`src/rtl/regfile_mp_pkg.sv`:
```
// Shared definitions for the multi-port register file.
//   XLEN_DEF  : default data width
//   reg_idx_t : register index for the default 32-entry file
//   ZERO_REG  : index of the hardwired-zero register
package regfile_pkg;
  localparam int XLEN_DEF = 32;
  localparam int ZERO_REG = 0;
  typedef logic [4:0] reg_idx_t;
endpackage

```
`src/rtl/regfile_mp_if.sv`:
```
// Register file access bundle: read ports, write ports, scoreboard alloc.
//   rd_addr/rd_data/rd_busy : NRD read ports
//   wr_en/wr_addr/wr_data   : NWR write ports
//   alloc_en/alloc_addr     : destination allocation (sets busy)
//   any_busy                : OR of all busy bits
// master = pipeline side, slave = register file.
interface regfile_mp_if #(
  parameter int XLEN = 32,
  parameter int AW   = 5,
  parameter int NRD  = 2,
  parameter int NWR  = 1
);
  logic [NRD-1:0][AW-1:0]   rd_addr;
  logic [NRD-1:0][XLEN-1:0] rd_data;
  logic [NRD-1:0]           rd_busy;
  logic [NWR-1:0]           wr_en;
  logic [NWR-1:0][AW-1:0]   wr_addr;
  logic [NWR-1:0][XLEN-1:0] wr_data;
  logic                     alloc_en;
  logic [AW-1:0]            alloc_addr;
  logic                     any_busy;

  modport master (
    output rd_addr, wr_en, wr_addr, wr_data, alloc_en, alloc_addr,
    input  rd_data, rd_busy, any_busy
  );
  modport slave (
    input  rd_addr, wr_en, wr_addr, wr_data, alloc_en, alloc_addr,
    output rd_data, rd_busy, any_busy
  );
endinterface

```
`src/rtl/regfile_mp_scoreboard.sv`:
```
// Per-register busy scoreboard.
//   clk, rst_n          : clock, async active-low reset
//   wr_en/wr_addr       : writes clear busy of their target
//   alloc_en/alloc_addr : allocation sets busy (wins over a same-cycle clear)
//   busy                : busy vector, bit 0 tied low
//   any_busy            : OR of registered busy bits
module regfile_scoreboard #(
  parameter int NREGS = 32,
  parameter int NWR   = 1,
  parameter int AW    = 5
) (
  input  logic                   clk,
  input  logic                   rst_n,
  input  logic [NWR-1:0]         wr_en,
  input  logic [NWR-1:0][AW-1:0] wr_addr,
  input  logic                   alloc_en,
  input  logic [AW-1:0]          alloc_addr,
  output logic [NREGS-1:0]       busy,
  output logic                   any_busy
);
  assign busy[0] = 1'b0;

  for (genvar r = 1; r < NREGS; r++) begin : g_busy
    logic b;
    always_ff @(posedge clk or negedge rst_n) begin
      if (!rst_n) b <= 1'b0;
      else begin
        for (int p = 0; p < NWR; p++)
          if (wr_en[p] && wr_addr[p] == AW'(r)) b <= 1'b0;
        // a new producer supersedes the one completing this cycle
        if (alloc_en && alloc_addr == AW'(r)) b <= 1'b1;
      end
    end
    assign busy[r] = b;
  end

  assign any_busy = |busy;
endmodule

```
`src/rtl/regfile_mp.sv`:
```
// Multi-port integer register file with optional write-to-read bypass,
// hardwired x0 and a busy scoreboard for RAW hazard detection.
//   clk, rst_n : clock, async active-low reset (clears data and busy)
//   bus        : regfile_mp_if slave (read/write/alloc ports, any_busy)
// Params: XLEN, NREGS (power of two), NRD, NWR (1 or 2), BYPASS.
module regfile_mp
  import regfile_pkg::*;
#(
  parameter int XLEN   = XLEN_DEF,
  parameter int NREGS  = 32,
  parameter int NRD    = 2,
  parameter int NWR    = 1,
  parameter int BYPASS = 1
) (
  input  logic        clk,
  input  logic        rst_n,
  regfile_mp_if.slave bus
);
  localparam int AW = $clog2(NREGS);

  logic [NREGS-1:0][XLEN-1:0] rf_view;
  logic [NREGS-1:0]           busy;
  logic [NWR-1:0]             wr_hit;

  // forwardable writes; gated by reset so outputs read zero while held
  for (genvar p = 0; p < NWR; p++) begin : g_wr
    assign wr_hit[p] = rst_n && bus.wr_en[p] && (bus.wr_addr[p] != AW'(ZERO_REG));
  end

  assign rf_view[0] = '0;
  for (genvar r = 1; r < NREGS; r++) begin : g_reg
    logic [XLEN-1:0] q;
    always_ff @(posedge clk or negedge rst_n) begin
      if (!rst_n) q <= '0;
      else
        // later iteration overrides: higher port wins on conflict
        for (int p = 0; p < NWR; p++)
          if (bus.wr_en[p] && bus.wr_addr[p] == AW'(r)) q <= bus.wr_data[p];
    end
    assign rf_view[r] = q;
  end

  regfile_scoreboard #(.NREGS(NREGS), .NWR(NWR), .AW(AW)) u_sb (
    .clk        (clk),
    .rst_n      (rst_n),
    .wr_en      (bus.wr_en),
    .wr_addr    (bus.wr_addr),
    .alloc_en   (bus.alloc_en),
    .alloc_addr (bus.alloc_addr),
    .busy       (busy),
    .any_busy   (bus.any_busy)
  );

  for (genvar i = 0; i < NRD; i++) begin : g_rd
    logic [XLEN-1:0] d;
    logic            b;
    always_comb begin
      d = rf_view[bus.rd_addr[i]];
      b = busy[bus.rd_addr[i]];
      if (BYPASS != 0)
        for (int p = 0; p < NWR; p++)
          if (wr_hit[p] && bus.wr_addr[p] == bus.rd_addr[i]) begin
            d = bus.wr_data[p];
            b = 1'b0;  // data is available this cycle
          end
      if (bus.rd_addr[i] == AW'(ZERO_REG)) begin
        d = '0;
        b = 1'b0;
      end
    end
    assign bus.rd_data[i] = d;
    assign bus.rd_busy[i] = b;
  end
endmodule
```
`src/flat_wrapper.sv`:
```
// flat-port wrapper written by rule: the top's interface ports become plain ports
module regfile_mp_flat import regfile_pkg::*;
#(
  parameter int XLEN   = XLEN_DEF,
  parameter int NREGS  = 32,
  parameter int NRD    = 2,
  parameter int NWR    = 1,
  parameter int BYPASS = 1
)
  (clk, rst_n, bus_rd_addr, bus_wr_en, bus_wr_addr, bus_wr_data, bus_alloc_en, bus_alloc_addr, bus_rd_data, bus_rd_busy, bus_any_busy);
  regfile_mp_if #(.XLEN(XLEN), .NRD(NRD), .NWR(NWR)) bus_i ();
  input  logic clk;
  input  logic rst_n;
  input wire logic [$bits(bus_i.rd_addr)-1:0] bus_rd_addr;
  input wire logic [$bits(bus_i.wr_en)-1:0] bus_wr_en;
  input wire logic [$bits(bus_i.wr_addr)-1:0] bus_wr_addr;
  input wire logic [$bits(bus_i.wr_data)-1:0] bus_wr_data;
  input wire logic [$bits(bus_i.alloc_en)-1:0] bus_alloc_en;
  input wire logic [$bits(bus_i.alloc_addr)-1:0] bus_alloc_addr;
  output wire logic [$bits(bus_i.rd_data)-1:0] bus_rd_data;
  output wire logic [$bits(bus_i.rd_busy)-1:0] bus_rd_busy;
  output wire logic [$bits(bus_i.any_busy)-1:0] bus_any_busy;
  assign bus_i.rd_addr = bus_rd_addr;
  assign bus_i.wr_en = bus_wr_en;
  assign bus_i.wr_addr = bus_wr_addr;
  assign bus_i.wr_data = bus_wr_data;
  assign bus_i.alloc_en = bus_alloc_en;
  assign bus_i.alloc_addr = bus_alloc_addr;
  assign bus_rd_data = bus_i.rd_data;
  assign bus_rd_busy = bus_i.rd_busy;
  assign bus_any_busy = bus_i.any_busy;
  regfile_mp #(.XLEN(XLEN), .NREGS(NREGS), .NRD(NRD), .NWR(NWR), .BYPASS(BYPASS)) u_core (.clk(clk), .rst_n(rst_n), .bus(bus_i));
endmodule
```
`config.mk`:
```
export PLATFORM = sky130hd
export DESIGN_NAME = regfile_mp_flat
export DESIGN_NICKNAME = d
export VERILOG_FILES = /design/src/rtl/regfile_mp_pkg.sv /design/src/rtl/regfile_mp_if.sv /design/src/rtl/regfile_mp_scoreboard.sv /design/src/rtl/regfile_mp.sv /design/src/flat_wrapper.sv
export SDC_FILE = /design/constraint.sdc
export NUM_CORES = 2
export LEC_CHECK = 0
export CORE_MARGIN = 1.5
export CORE_UTILIZATION = 40
export DETAILED_ROUTE_END_ITERATION = 6
export PLACE_DENSITY = 0.55
export REMOVE_ABC_BUFFERS = 1
export SYNTH_ARGS = -nofsm -noshare
export SYNTH_HDL_FRONTEND = slang
export SYNTH_SLANG_ARGS = --single-unit
```
`constraint.sdc`:
```
create_clock -name clk -period 7.4 [get_ports clk]
set_input_delay 1.48 -clock clk [delete_from_list [all_inputs] [get_ports clk]]
set_output_delay 1.48 -clock clk [all_outputs]
set_load 0.01 [all_outputs]
```
---- Word level (Yosys, flattened, before mapping) ----
Cells that the tools add are included.
word-level totals
  bits in registers ....................... 1,023
  output and inout bits ................... 67
  logic and storage cells ................. 307
operators by class
  order comparisons ....................... 2
  equal/unequal tests ..................... 64
  muxes and demuxes ....................... 78
  reduce and logical (&&, ||, !) cells .... 101
operators with widths
  operator                                                     number
  binary-select mux 32 bit (select 5 bit)                      2
  two-way mux 32 bit                                           6
  equality test 5 bit (second input constant)                  32
  equality test 5 x 4 -> 1 bit (second input constant)         16
  two-way mux 1 bit                                            68
  logical AND 1 bit                                            66
  nonzero test 2 bit                                           31
  equality test 5 x 3 -> 1 bit (second input constant)         8
  OR reduction 31 bit                                          1
  equality test 5 x 2 -> 1 bit (second input constant)         4
  less-than comparator 5 x 6 -> 1 bit (second input constant)  2
  binary-select mux 1 bit (select 5 bit)                       2
  equality test 5 x 1 -> 1 bit (second input constant)         2
  equality test 5 bit                                          2
  logical NOT 5 bit                                            2
  nonzero test 5 bit                                           1

---- Longest topological paths before layout ----
  depth after elaboration ................. 5
  gate-level depth with buffers ........... 10
  depth with buffers taken out ............ 5

---- Modules after synthesis ----
Synthesis repeated with hierarchy kept, for this count alone.
unflattened totals
  cell total of the unflattened synthesis .. 3,933
  area, all modules ....................... 55,806.0 um^2
by module, submodules not included
  module              instances  cells each  area each (um^2)
  regfile_mp          1          3,766       54,194.5
  regfile_scoreboard  1          167         1,611.5

---- Least setup slack after synthesis ----
Ideal clock, no wire load.
  path type ............................... input port to output port
  from .................................... input bus_rd_addr[5]
  to ...................................... output bus_rd_busy[1]
  arrival time ............................ 3,273 ps
  path slack .............................. 2,647 ps
  cell stages on the path ................. 7
  buffers on the path ..................... 3
  cell sequence ........................... buf_4 -> buf_6 -> mux4_2 -> mux4_2 -> mux2_2 -> and2_1 -> buf_4
between the ends
  word-level cells in the longest chain between the ends .. 4
ends and longest elaborated chain
  item                                                                                  RTL line                            source
  from (decl)                                                                           flat_wrapper.sv:14                  input wire logic [$bits(bus_i.rd_addr)-1:0] bus_rd_addr;
  binary-select mux 1 bit (select 5 bit) / equality test 5 bit (equally long branches)  regfile_mp.sv:59, regfile_mp.sv:62
  two-way mux 1 bit (not written as such) / logical AND 1 bit (equally long branches)   regfile_mp.sv:59, regfile_mp.sv:62
  two-way mux 1 bit                                                                     regfile_mp.sv:62                    if (wr_hit[p] && bus.wr_addr[p] == bus.rd_addr[i]) begin
  two-way mux 1 bit *                                                                   regfile_mp.sv:66                    if (bus.rd_addr[i] == AW'(ZERO_REG)) begin
  to (decl)                                                                             flat_wrapper.sv:21                  output wire logic [$bits(bus_i.rd_busy)-1:0] bus_rd_busy;
Mark *: on every way between the ends. The rest lies on a longest branch, timed or not. The select of a mux whose other input is x is not followed.

---- Final worst setup path ----
  from .................................... input bus_rd_addr[1]
  to ...................................... output bus_rd_data[15]
between the ends
  word-level cells in the longest chain between the ends .. 4
ends and longest elaborated chain
  item                                                                                   RTL line                            source
  binary-select mux 32 bit (select 5 bit) / equality test 5 bit (equally long branches)  regfile_mp.sv:58, regfile_mp.sv:62
  two-way mux 32 bit (not written as such) / logical AND 1 bit (equally long branches)   regfile_mp.sv:58, regfile_mp.sv:62
  two-way mux 32 bit                                                                     regfile_mp.sv:62
  two-way mux 32 bit *                                                                   regfile_mp.sv:66
  to (decl)                                                                              flat_wrapper.sv:20                  output wire logic [$bits(bus_i.rd_data)-1:0] bus_rd_data;
Marked as above.

==> summary.txt <==
YOSYS
-------------------------------------------------------------------------------------------------
Share of async-settable or async-resettable flops after synthesis ..................         1.00
Gate count after technology mapping ................................................         3919
Part of the Yosys area used for sequential elements ................................        0.461
Synth Warn # .......................................................................            0
Flops & latches, synth .............................................................         1023
Number of enable flip-flop cells after synthesis ...................................            0
Netlist area before placement ......................................................    55500 um2
Syn_area_per_cell ..................................................................     14.2 um2
Prevailing post-synth register cell ................................................ sky130_fd_sc_hd__dfrtp_1
Number of distinct library cell variants in the gate-level netlist after synthesis .           52

POWER
-------------------------------------------------------------------------------------------------
Logic gate share of total power ....................................................        0.212
Internal power summed over all cells ...............................................     12200 uW
Switching Power ....................................................................      4730 uW
Register share of total power ......................................................        0.443
Static leakage .....................................................................    0.0264 uW
Power share of the clock group .....................................................        0.345
Switching Share ....................................................................        0.279
Worst voltage drop across the vdd grid .............................................     0.192 mV
Ratio of total power to cell area ..................................................   271 nW/um2

STA
-------------------------------------------------------------------------------------------------
RSZ-0062 raised after global routing ...............................................        false
Transition at the pin with the smallest max-transition slack .......................      1300 ps
Share of the clock period used by the worst path after layout ......................        0.923
Slack of the critical path .........................................................       568 ps
Final setup viols ..................................................................            0
Final Critical Period ..............................................................      6830 ps
Achievable Freq ....................................................................      146 MHz
Count of final hold-check violations ...............................................            0
Total negative slack ...............................................................         0 ps
Worst setup skew after layout ......................................................         0 ps
Fin. max-slew vios .................................................................            0
Relative slew slack ................................................................        0.132

GRT
-------------------------------------------------------------------------------------------------
Pin count of the biggest net entering global routing ...............................          159
Number of global-route vias before repair ..........................................        38000
Total overflow reported by the global router .......................................            0
Initial antenna violation count ....................................................            4
Total global-route track usage .....................................................        0.271
Wire length of the first global-routing pass .......................................       278 mm

DRT
-------------------------------------------------------------------------------------------------
Number of vias after detailed routing ..............................................        37100
Length of the first detailed-routing pass in iterations ............................            7
Final WL ...........................................................................       191 mm
Number of vias per cell ............................................................         6.42
Per-cell routed wire length ........................................................      33.0 um
Post-route DRC violation count .....................................................            0
Initial drt markers ................................................................         3376
Number of nets still failing antenna checks after routing ..........................            0

CLOCK NETWORK
-------------------------------------------------------------------------------------------------
CTS-repair resized insts ...........................................................            0
Root buf cell ...................................................................... sky130_fd_sc_hd__clkbuf_16
Clock tree buffer depth ............................................................            3
Number of buffers inserted by post-CTS setup repair ................................            0
Clock Pin Slew Worst Setup and Hold Paths ..........................................        60 ps
Clock tree sinks ...................................................................         1023
Clock latency at the later pin of the worst-skew pair ..............................       760 ps
Total CTS buffers ..................................................................          118
Number of H-tree levels ............................................................            3
Number of hold buffers added after CTS .............................................            0
Clock tree from TritonCTS ..........................................................        built

FINISH
-------------------------------------------------------------------------------------------------
Area of combinational cells with multiple inputs ...................................    28300 um2
Net count reported at finish .......................................................         3945
Proportion of layout cells with a drive suffix above 1 .............................        0.477
Post-Route Utilization .............................................................        0.455
Leading cell types in the layout, fill and taps excluded ........................... sky130_fd_sc_hd__mux2_2 (1102), sky130_fd_sc_hd__dfrtp_1 (1023), sky130_fd_sc_hd__mux4_2 (413)
Sequential cell area ...............................................................    25600 um2
Total of fill cells in the finished design .........................................        12300
Leading cell type in the layout, fill and taps excluded ............................ sky130_fd_sc_hd__mux2_2
Area growth from synthesis to layout ...............................................        12.7%

CRITICAL PATH
-------------------------------------------------------------------------------------------------
Max Fanout on Critical Path ........................................................           56
Largest incremental delay on the critical path .....................................       940 ps
Arr. time, crit path ...............................................................      5350 ps
Cells traversed along the worst timing path ........................................ buf_8 -> nor2b_4 -> a221oi_1 -> nor3_1 -> a211oi_1 -> buf_4 -> o31ai_1 -> clkdlybuf4s50_1
Register-to-Register Path Depth ....................................................            1
Terminus of the critical flop-to-flop path ......................................... u_core.g_reg[17].q[4]
Setup crit end kind ................................................................   output pin
Class of the most critical setup path .............................................. primary input to output pin
Highest-delay cell along the critical path ......................................... sky130_fd_sc_hd__nor2b_4
Count of buffer and inverter cells on the critical path ............................            3
Largest delay contributor family on the critical path .............................. buffers and inverters
Setup crit start kind .............................................................. primary input
Worst setup slack for register-to-register paths ...................................      6590 ps
Source of the worst register-to-register timing path ............................... u_core.g_reg[17].q[4]
Worst EP required ..................................................................      5920 ps

FLOORPLANNING
-------------------------------------------------------------------------------------------------
Core region area ...................................................................   137000 um2
Die area ...........................................................................   141000 um2
Effective utilization at floorplan .................................................        0.403
Rows ...............................................................................          136
Die Y-Extent .......................................................................       375 um
Horiz. Die Dim .....................................................................       375 um
Top-level I/O count ................................................................          123

PLACEMENT
-------------------------------------------------------------------------------------------------
Routability congestion estimate ....................................................        0.811
Number of input and output port buffers inserted ...................................          122
Pre-CTS WS .........................................................................       740 ps
Estimated wirelength of the detail-placed design ...................................       110 mm

MIN PATH
-------------------------------------------------------------------------------------------------
Hold Path End ...................................................................... u_core.g_reg[17].q[7]
Path class of the lowest-slack min-delay path ...................................... flip-flop to flip-flop
Hold-critical path depth ...........................................................            2
Min-delay src ...................................................................... u_core.g_reg[17].q[7]

JOB
-------------------------------------------------------------------------------------------------
Maxcap violations ..................................................................            0

OUTCOME
-------------------------------------------------------------------------------------------------
Outcome ............................................................................ finished, final reports clean

cell usage after synthesis, types with 24 or more instances:
master | instances | share of area
sky130_fd_sc_hd__mux2_2 | 1102 | 0.22
sky130_fd_sc_hd__dfrtp_1 | 1023 | 0.46
sky130_fd_sc_hd__mux4_2 | 413 | 0.17
sky130_fd_sc_hd__clkbuf_1 | 242 | 0.016
sky130_fd_sc_hd__nand2_1 | 136 | 0.0092
sky130_fd_sc_hd__buf_2 | 128 | 0.012
sky130_fd_sc_hd__mux2i_1 | 109 | 0.020
sky130_fd_sc_hd__nor2_1 | 80 | 0.0054
sky130_fd_sc_hd__a22oi_1 | 70 | 0.0095
sky130_fd_sc_hd__a221oi_1 | 61 | 0.0096
sky130_fd_sc_hd__a21oi_1 | 56 | 0.0051
sky130_fd_sc_hd__o21ai_0 | 56 | 0.0051
sky130_fd_sc_hd__nand3_1 | 44 | 0.0040
sky130_fd_sc_hd__a22o_1 | 30 | 0.0047
sky130_fd_sc_hd__o22ai_1 | 29 | 0.0033
sky130_fd_sc_hd__nor2b_1 | 28 | 0.0032
sky130_fd_sc_hd__o211ai_1 | 27 | 0.0037
sky130_fd_sc_hd__o221ai_1 | 25 | 0.0039
sky130_fd_sc_hd__buf_4 | 24 | 0.0032
sky130_fd_sc_hd__nand2b_1 | 24 | 0.0027
final cells by class:
class	count	area share
clock inverter	31	0.00622
inverter	9	0.000540
multi-input combinational	2469	0.452
antenna	3	0.000120
timing repair buffer	268	0.0410
clock buffer	176	0.0549
sequential	1023	0.409
tap	1794	0.0359
registers in the layout, indices dropped and copies added, names as in the netlist:
name	cells
u_core.g.q	992
u_core.u_sb.g_busy.b	31
logic make-up (layout without fill, tap and decap cells):
logic type      after synthesis  in the layout  share of synthesized area
xor+xnor                     10             10                    0.00158
mux                        1642           1642                      0.415
simple gates                391            391                     0.0334
flops                      1023           1023                      0.461
other cells                   0              3                          0
compound gates              426            426                     0.0552
buf+inv                     427            484                     0.0337
metrics by stage:
step                      total power (uW)  cell area, um2  cells  hold slack (ps)
after floorplan                       9750           53600   3501              460
after global placement               11100           58700   5563              475
after detailed placement             11200           58700   5563              496
after CTS                            17100           62500   5770              508
after global routing                 17700           62500   5770              534
final                                17000           62500   5773              508
power by group through the flow:
stage                     logic (uW)  clock network, uW  registers, uW
after global placement          3540                  0           7540
final                           3590               5850           7520
after floorplan                 2460                  0           7290
after CTS                       3610               5960           7490
after global routing            3850               6190           7660
after detailed placement        3590                  0           7580
worst min-delay path: cells and delay by family, from the launching register on:
| family | cells | cell delay [ps] |
|---|---|---|
| AOI/OAI and AO/OA | 1 | 60 |
| DFF | 1 | 360 |
| and+or+nand+nor | 1 | 50 |
routing by layer:
metal	routed length, um	track usage	vias to the layer above	part of all wire
met3	12300	0.0448	294	0.064
met2	87400	0.416	1399	0.46
li1	-	-	15000	-
met5	0	0	-	0
met4	5210	0.0804	0	0.027
met1	85800	0.394	20300	0.45
worst max path at each step:
stage / cells past startpoint / startpoint / end
2_1_floorplan: 4 / bus_wr_addr[1] / bus_rd_data[39]
3_3_place_gp: 8 / bus_rd_addr[1] / bus_rd_data[15]
3_5_place_dp: 8 / bus_rd_addr[1] / bus_rd_data[15]
4_1_cts: 8 / bus_rd_addr[1] / bus_rd_data[15]
5_1_grt: 8 / bus_rd_addr[1] / bus_rd_data[15]
6_report: 8 / bus_rd_addr[1] / bus_rd_data[15]
No activity file was read; power rests on OpenSTA's default activity.
